--- config.mk ---
export PLATFORM = sky130hd
export DESIGN_NAME = fwd_scoreboard_flat
export DESIGN_NICKNAME = d
export VERILOG_FILES = /design/src/rtl/fwd_scoreboard_if.sv /design/src/rtl/fwd_scoreboard.sv /design/src/flat_wrapper.sv
export SDC_FILE = /design/constraint.sdc
export NUM_CORES = 1
export LEC_CHECK = 0
export CAP_MARGIN = 40
export CORE_MARGIN = 2
export CORE_UTILIZATION = 50
export DETAILED_ROUTE_END_ITERATION = 7
export PLACE_DENSITY = 0.79
export SLEW_MARGIN = 0
export SYNTH_ARGS = -nofsm -noshare
export SYNTH_HDL_FRONTEND = slang
export SYNTH_SLANG_ARGS = --single-unit
--- constraint.sdc ---
create_clock -name clk -period 3.8 [get_ports clk]
set_input_delay 0.95 -clock clk [delete_from_list [all_inputs] [get_ports clk]]
set_output_delay 0.95 -clock clk [all_outputs]
set_load 0.01 [all_outputs]
--- src/rtl/fwd_scoreboard_if.sv ---
// ID-stage bus for the forwarding scoreboard. The instruction fields go in,
// and the forward selects, the stall and the stall counter come out.
interface fwd_scoreboard_if #(
  parameter int NSRC = 2,
  parameter int RAW  = 5,
  parameter int LATW = 2,
  parameter int SELW = 2,
  parameter int CNTW = 16
);
  logic                 id_valid;
  logic [NSRC*RAW-1:0]  id_rs;
  logic [NSRC-1:0]      id_rs_used;
  logic [RAW-1:0]       id_rd;
  logic                 id_we;
  logic [LATW-1:0]      id_lat;
  logic                 flush;
  logic [NSRC*SELW-1:0] fwd_sel;
  logic                 stall;
  logic [CNTW-1:0]      stall_cnt;

  modport master (
    output id_valid, id_rs, id_rs_used, id_rd, id_we, id_lat, flush,
    input  fwd_sel, stall, stall_cnt
  );

  modport slave (
    input  id_valid, id_rs, id_rs_used, id_rd, id_we, id_lat, flush,
    output fwd_sel, stall, stall_cnt
  );
endinterface

--- src/rtl/fwd_scoreboard.sv ---
// Shadow pipeline of in-flight destination tags. It computes the per-source
// forward selects and the load-use/multi-cycle stall for the instruction in ID.
module fwd_scoreboard #(
  parameter int NSRC  = 2,
  parameter int DEPTH = 3,
  parameter int RAW   = 5,
  parameter int LATW  = 2,
  parameter int SELW  = $clog2(DEPTH+1),
  parameter int CNTW  = 16
) (
  input  logic             clk,
  input  logic             rst_n,
  fwd_scoreboard_if.slave  sb
);

  typedef struct packed {
    logic            valid;
    logic [RAW-1:0]  rd;
    logic            we;
    logic [LATW-1:0] lat;
  } entry_t;

  entry_t [DEPTH-1:0]   pipe_q, pipe_d;
  logic   [CNTW-1:0]    cnt_q, cnt_d;
  logic   [NSRC-1:0]    not_ready;
  logic   [NSRC*SELW-1:0] sel;
  logic                 stall;

  // Entry 0 is the youngest producer, so the first hit while scanning upward
  // wins. A result exists only once the entry index reaches its latency.
  always_comb begin : match_logic
    logic           found;
    logic [RAW-1:0] rs;
    sel       = '0;
    not_ready = '0;
    found     = 1'b0;
    rs        = '0;
    for (int i = 0; i < NSRC; i++) begin
      rs    = sb.id_rs[i*RAW +: RAW];
      found = 1'b0;
      for (int k = 0; k < DEPTH; k++) begin
        if (!found && sb.id_rs_used[i] && pipe_q[k].valid && pipe_q[k].we &&
            (pipe_q[k].rd != '0) && (pipe_q[k].rd == rs)) begin
          found = 1'b1;
          if (k >= int'(pipe_q[k].lat)) begin
            sel[i*SELW +: SELW] = SELW'(k + 1);
          end else begin
            not_ready[i] = 1'b1;
          end
        end
      end
    end
  end

  assign stall = sb.id_valid && !sb.flush && (|not_ready);

  always_comb begin
    pipe_d = '0;
    for (int k = 1; k < DEPTH; k++) begin
      pipe_d[k] = pipe_q[k-1];
    end
    if (sb.id_valid && !stall && !sb.flush) begin
      pipe_d[0].valid = 1'b1;
      pipe_d[0].rd    = sb.id_rd;
      pipe_d[0].we    = sb.id_we;
      pipe_d[0].lat   = sb.id_lat;
    end
    cnt_d = (stall && (cnt_q != '1)) ? cnt_q + CNTW'(1) : cnt_q;
  end

  always_ff @(posedge clk or negedge rst_n) begin
    if (!rst_n) begin
      pipe_q <= '0;
      cnt_q  <= '0;
    end else begin
      pipe_q <= pipe_d;
      cnt_q  <= cnt_d;
    end
  end

  assign sb.fwd_sel   = sel;
  assign sb.stall     = stall;
  assign sb.stall_cnt = cnt_q;

  // A latency past the last tracked stage could never be forwarded.
  property legal_lat_p;
    @(posedge clk) disable iff (!rst_n)
      (sb.id_valid && !sb.flush) |-> (int'(sb.id_lat) < DEPTH);
  endproperty
  legal_lat_a: assert property (legal_lat_p);

endmodule

--- src/flat_wrapper.sv ---
// flat-port wrapper written by rule: the top's interface ports become plain ports
module fwd_scoreboard_flat 
#(
  parameter int NSRC  = 2,
  parameter int DEPTH = 3,
  parameter int RAW   = 5,
  parameter int LATW  = 2,
  parameter int SELW  = $clog2(DEPTH+1),
  parameter int CNTW  = 16
)
  (clk, rst_n, sb_id_valid, sb_id_rs, sb_id_rs_used, sb_id_rd, sb_id_we, sb_id_lat, sb_flush, sb_fwd_sel, sb_stall, sb_stall_cnt);
  fwd_scoreboard_if #(.NSRC(NSRC), .RAW(RAW), .LATW(LATW), .SELW(SELW), .CNTW(CNTW)) sb_i ();
  input  logic clk;
  input  logic rst_n;
  input wire logic [$bits(sb_i.id_valid)-1:0] sb_id_valid;
  input wire logic [$bits(sb_i.id_rs)-1:0] sb_id_rs;
  input wire logic [$bits(sb_i.id_rs_used)-1:0] sb_id_rs_used;
  input wire logic [$bits(sb_i.id_rd)-1:0] sb_id_rd;
  input wire logic [$bits(sb_i.id_we)-1:0] sb_id_we;
  input wire logic [$bits(sb_i.id_lat)-1:0] sb_id_lat;
  input wire logic [$bits(sb_i.flush)-1:0] sb_flush;
  output wire logic [$bits(sb_i.fwd_sel)-1:0] sb_fwd_sel;
  output wire logic [$bits(sb_i.stall)-1:0] sb_stall;
  output wire logic [$bits(sb_i.stall_cnt)-1:0] sb_stall_cnt;
  assign sb_i.id_valid = sb_id_valid;
  assign sb_i.id_rs = sb_id_rs;
  assign sb_i.id_rs_used = sb_id_rs_used;
  assign sb_i.id_rd = sb_id_rd;
  assign sb_i.id_we = sb_id_we;
  assign sb_i.id_lat = sb_id_lat;
  assign sb_i.flush = sb_flush;
  assign sb_fwd_sel = sb_i.fwd_sel;
  assign sb_stall = sb_i.stall;
  assign sb_stall_cnt = sb_i.stall_cnt;
  fwd_scoreboard #(.NSRC(NSRC), .DEPTH(DEPTH), .RAW(RAW), .LATW(LATW), .SELW(SELW), .CNTW(CNTW)) u_core (.clk(clk), .rst_n(rst_n), .sb(sb_i));
endmodule
**Word level (Yosys, flattened, before mapping)**

Cells that the tools add are included.

- Reductions and logical operators: 43
- $lt $le $gt $ge: 3
- Mux-type cells: 27
- Add/sub/neg operators: 1
- Eq/ne operators: 7

Operator list:

| cell | count |
|---|---|
| logical AND 1 bit | 33 |
| equality test 5 bit | 6 |
| two-way mux 2 bit | 9 |
| two-way mux 1 bit | 17 |
| adder 16 x 1 -> 16 bit, second input constant | 1 |
| inequality test 16 bit, second input constant | 1 |
| nonzero test 5 bit | 3 |
| two-way mux 9 bit | 1 |
| zero test 1 bit | 6 |
| >= comparator 1 x 2 -> 1 bit, first input constant | 2 |
| >= comparator 2 bit, first input constant | 1 |
| OR reduction 2 bit | 1 |

- Logic and storage cells: 94
- Output and inout port bits: 21
- Bits of input ports: 24
- Register bits: 43

**Depth between registers and ports, before layout**

- Depth after elaboration: 25
- Gate-level depth with buffers: 10
- Gate-level depth less buffers: 9

**Worst setup path before layout**

OpenSTA, ideal clock, no wires.

- Kind: in2out
- From: input port sb_id_rs[4]
- To: output port sb_stall
- Path buffers: 0
- Arrival time: 2454 ps
- Slack: 396 ps
- Stages: 7
- Required time: 2850 ps
- Cells stage by stage: xor2_1 > or4_1 > o21a_1 > nor4b_4 > o2111ai_2 > and2_2 > nor2_1

- Longest elaborated chain between the ends: 19
- Elaborated cells on any way between the ends: 25
- Classes of those cells: eq/ne: 3; mux: 7; reduce/logical: 15

RTL lines:

| what | RTL line | RTL |
|---|---|---|
| start: declaration | flat_wrapper.sv:16 | `input wire logic [$bits(sb_i.id_rs)-1:0] sb_id_rs;` |
| equality test 5 bit | fwd_scoreboard.sv:43 | `(pipe_q[k].rd != '0) && (pipe_q[k].rd == rs)) begin` |
| logical AND 1 bit | fwd_scoreboard.sv:43 |  |
| two-way mux 1 bit | fwd_scoreboard.sv:42 | `if (!found && sb.id_rs_used[i] && pipe_q[k].valid && pipe_q[k].we &&` |
| zero test 1 bit | fwd_scoreboard.sv:42 |  |
| logical AND 1 bit (4 in series) | fwd_scoreboard.sv:42 |  |
| logical AND 1 bit | fwd_scoreboard.sv:43 |  |
| two-way mux 1 bit | fwd_scoreboard.sv:42 |  |
| zero test 1 bit | fwd_scoreboard.sv:42 |  |
| logical AND 1 bit (4 in series) | fwd_scoreboard.sv:42 |  |
| logical AND 1 bit | fwd_scoreboard.sv:43 |  |
| two-way mux 1 bit (*) | fwd_scoreboard.sv:42 |  |
| OR reduction 2 bit (*) | fwd_scoreboard.sv:55 | `assign stall = sb.id_valid && !sb.flush && (\|not_ready);` |
| logical AND 1 bit (*) | fwd_scoreboard.sv:55 |  |
| end: declaration | flat_wrapper.sv:23 | `output wire logic [$bits(sb_i.stall)-1:0] sb_stall;` |

Mark *: on every way between the ends. The rest lies on a longest branch, timed or not.

**Worst setup path after layout**

- From: input port sb_id_rs[7]
- To: output port sb_stall

The elaborated chain is that of the path after synthesis.

==> flow_metrics.env <==
export IMPL_grt_pass1_wl_mm=7.40
export IMPL_num_fill_cells=247
export IMPL_start_kind="primary input"
export IMPL_synth_commonest_cells="dfrtp_1 (43), xnor2_1 (33), nand2_1 (16)"
export IMPL_tritoncts="built"
export IMPL_grt_pass1_vias=1599
export IMPL_synth_top_area_cell="dfrtp_1"
export IMPL_clkLatencyLatePin_ns=0.29
export IMPL_r2r_worst_path_cells=13
export IMPL_layout_nets=283
export IMPL_yosysSeqAreaShare_pct=52.6
export IMPL_hold_violations=0
export IMPL_fin_worst_skew_ns=0.00506
export IMPL_syn_num_nets=201
export IMPL_drt_pass1_iterations=4
export IMPL_synthAdderAreaFrac_pct=0.612
export IMPL_placed_cells=294
export IMPL_cts_sinks=43
export IMPL_synth_cell_type_count=37
export IMPL_drtIter0Drc=47
export IMPL_drv_slew=0
export IMPL_fin_crit_sh_pct=99.2
export IMPL_power_uw=953
export IMPL_fp_coreArea_um2=3970
export IMPL_fmax_mhz=265
export IMPL_cts_made_buffers=5
export IMPL_holdCritPathClass="reg -> reg"
export IMPL_rows=23
export IMPL_synthToLayoutAreaGrowth_pct=46.8
export IMPL_synth_edf_count=0
export IMPL_p_leak_uw=0.00136
export IMPL_cpMostUsedCell="buf_4"
export IMPL_status="finished, final reports clean"
export IMPL_cts_htree_levels=2
export IMPL_fin_ws_ns=0.0311
export IMPL_tightest_slew_ns=0.404
export IMPL_dieArea_um2=4620
export IMPL_arrival_ns=2.82
export IMPL_antennaDiodeCount=0
export IMPL_ys_async_sr_fraction_pct=100
export IMPL_final_cells=309
export IMPL_slowest_delay_ns=0.29
export IMPL_synth_top_family_by_area="simple AND/OR/NAND/NOR gates"
export IMPL_finalWirelength_mm=4.71
export IMPL_ir_drop_uv=330
export IMPL_synth_xor_area_share_pct=18.8
export IMPL_netlist_top_cells_area="dfrtp_1 (53%), xnor2_1 (14%), xor2_1 (4.7%)"
export IMPL_avgSynthCellArea_um2=11.6
export IMPL_ios=45
export IMPL_clock_path_buffers=2
export IMPL_vias=1624
export IMPL_grt_use_total_pct=22.2
export IMPL_viasPerCell=5.26
export IMPL_path_clk_slew_ns=0.08
export IMPL_gp_congestion=0.833
export IMPL_crit_buf_inv=4
export IMPL_yosysMostFrequentCell="dfrtp_1"
export IMPL_period_needed_ns=3.77
export IMPL_maxCapViolCount=0
export IMPL_crit_family="buffers and inverters"
export IMPL_synth_simple_area_share_pct=19.6
export IMPL_drive_above_1_share_pct=25.9
export IMPL_muxShareOfSynthArea_pct=1.10
export IMPL_power_density_nw_per_um2=318
export IMPL_cts_hold_buf=0
export IMPL_holdPathStages=0
export IMPL_final_util_pct=75.6
export IMPL_worstPathRequired_ns=2.85
export IMPL_cp_max_fo=3
export IMPL_wire_per_inst_um=15.3
export IMPL_hold_ws_ns=0.365
export IMPL_antenna_found_initial=0
export IMPL_crit_cells=11
export IMPL_overflow=0
export IMPL_cp_slowest_cell="dlygate4sd2_1"
export IMPL_timing_worst_setup_path_type="in -> out"
export IMPL_slew_limit_headroom_pct=73.0
export IMPL_endpoint_kind="output pin"
export IMPL_synth_warnings=0
export IMPL_crit_chain="dlygate4sd2_1 > xnor2_1 > nand4_1 > buf_4 > o31ai_4 > nor3_4 > buf_4 > o2111ai_4 > and2_4 > nor2_1 > buf_2"
export IMPL_synth_compound_area_share_pct=6.43
export IMPL_syn_area_um2=2040
export IMPL_dp_hpwl_mm=3.35
export IMPL_start_util_pct=51.5
export IMPL_dp_worst_setup_slack_ns=-0.590
export IMPL_ant_nets=0
export IMPL_portBuffers=44
export IMPL_grt_start_max_net_pins=40
export IMPL_ys_ff_latch=43
export IMPL_die_x_um=67.9
export IMPL_root_buffer="clkbuf_8"
export IMPL_setup_violations_final=0
export IMPL_ys_flop_type="dfrtp_1"
export IMPL_synth_top_area_share_pct=52.6
export IMPL_netlist_instances=176
export IMPL_die_h_um=67.9
export IMPL_drc_errors=0
-- state kept, by name, summed over array words and instances (netlist names) --
signal	cells
u_core.pipe_q	9
u_core.pipe_d	18
u_core.sb.stall_cnt	16
-- final cells by class --
type / count / area (um^2) / share of cell area [%]
sequential: 43 / 1080 / 35.9
inverter: 1 / 3.75 / 0.125
clock buffer: 6 / 82.6 / 2.75
multi-input combinational: 131 / 1070 / 35.7
clock inverter: 2 / 35.0 / 1.17
timing repair buffer: 76 / 671 / 22.4
tap: 50 / 62.6 / 2.09
-- path summary, 6_finish.rpt --
check | from | endpoint | slack, ns
min in group asynchronous | rst_n | u_core.sb.stall_cnt[14] | 0.46
worst max register to register | u_core.pipe_d[25] | u_core.sb.stall_cnt[1] | 0.56
worst min-delay path | u_core.pipe_d[18] | u_core.pipe_q[18] | 0.37
worst min register to register | u_core.pipe_d[18] | u_core.pipe_q[18] | 0.37
worst max-delay path | sb_id_rs[7] | sb_stall | 0.03
max in group asynchronous | rst_n | u_core.sb.stall_cnt[8] | 2.93
-- where the power goes --
part	total [uW]	internal [uW]	switching, uW
Clock	365	213	153
Combinational	107	57.8	49.4
Sequential	481	469	12.6
Total	953	739	215
-- layout by cell type, fill, tap and decap left out, types with 3 or more instances in the layout --
master	n
xor2_1	9
nor2_1	6
and2_1	8
buf_4	31
clkdlybuf4s50_1	28
nand2b_1	3
or4_4	3
dfrtp_1	43
dlygate4sd2_1	8
xnor2_1	31
nand2_1	16
nand3_1	8
nand4_1	8
clkbuf_8	6
dlymetal6s2s_1	3
and3_1	5
-- metrics by stage --
step	area, um^2	setup TNS (ns)
after floorplan	2040	0
after global placement	2710	-1.75
after detailed placement	2730	-1.80
after CTS	2910	0
after global routing	3000	-0.0312
final	3000	0
-- cell families after synthesis --
group                    after synthesis
flip-flops                            43
AND/OR/NAND/NOR                       70
buffers and inverters                  2
AO/OA/AOI/OAI                         14
multiplexers                           2
adder cells (fa/ha/maj)                1
XOR/XNOR                              44
-- metal layers --
metal | global-route usage [%] | wire length [um] | up-vias
met2 | 34.5 | 2350 | 39
met1 | 29.5 | 2100 | 803
met3 | 5.26 | 194 | 8
met5 | 0 | 0 | -
met4 | 10.0 | 74 | 0
li1 | - | - | 774
-- repair_timing --
item                                    CTS  global route
buffers inserted                          2             5
gates cloned                              0             0
gates resized for setup                  26            16
endpoints found under the hold margin     0             0
pin swaps                                 8            14
endpoints found under the setup margin    5             2
No activity file was read; power rests on OpenSTA's default activity.
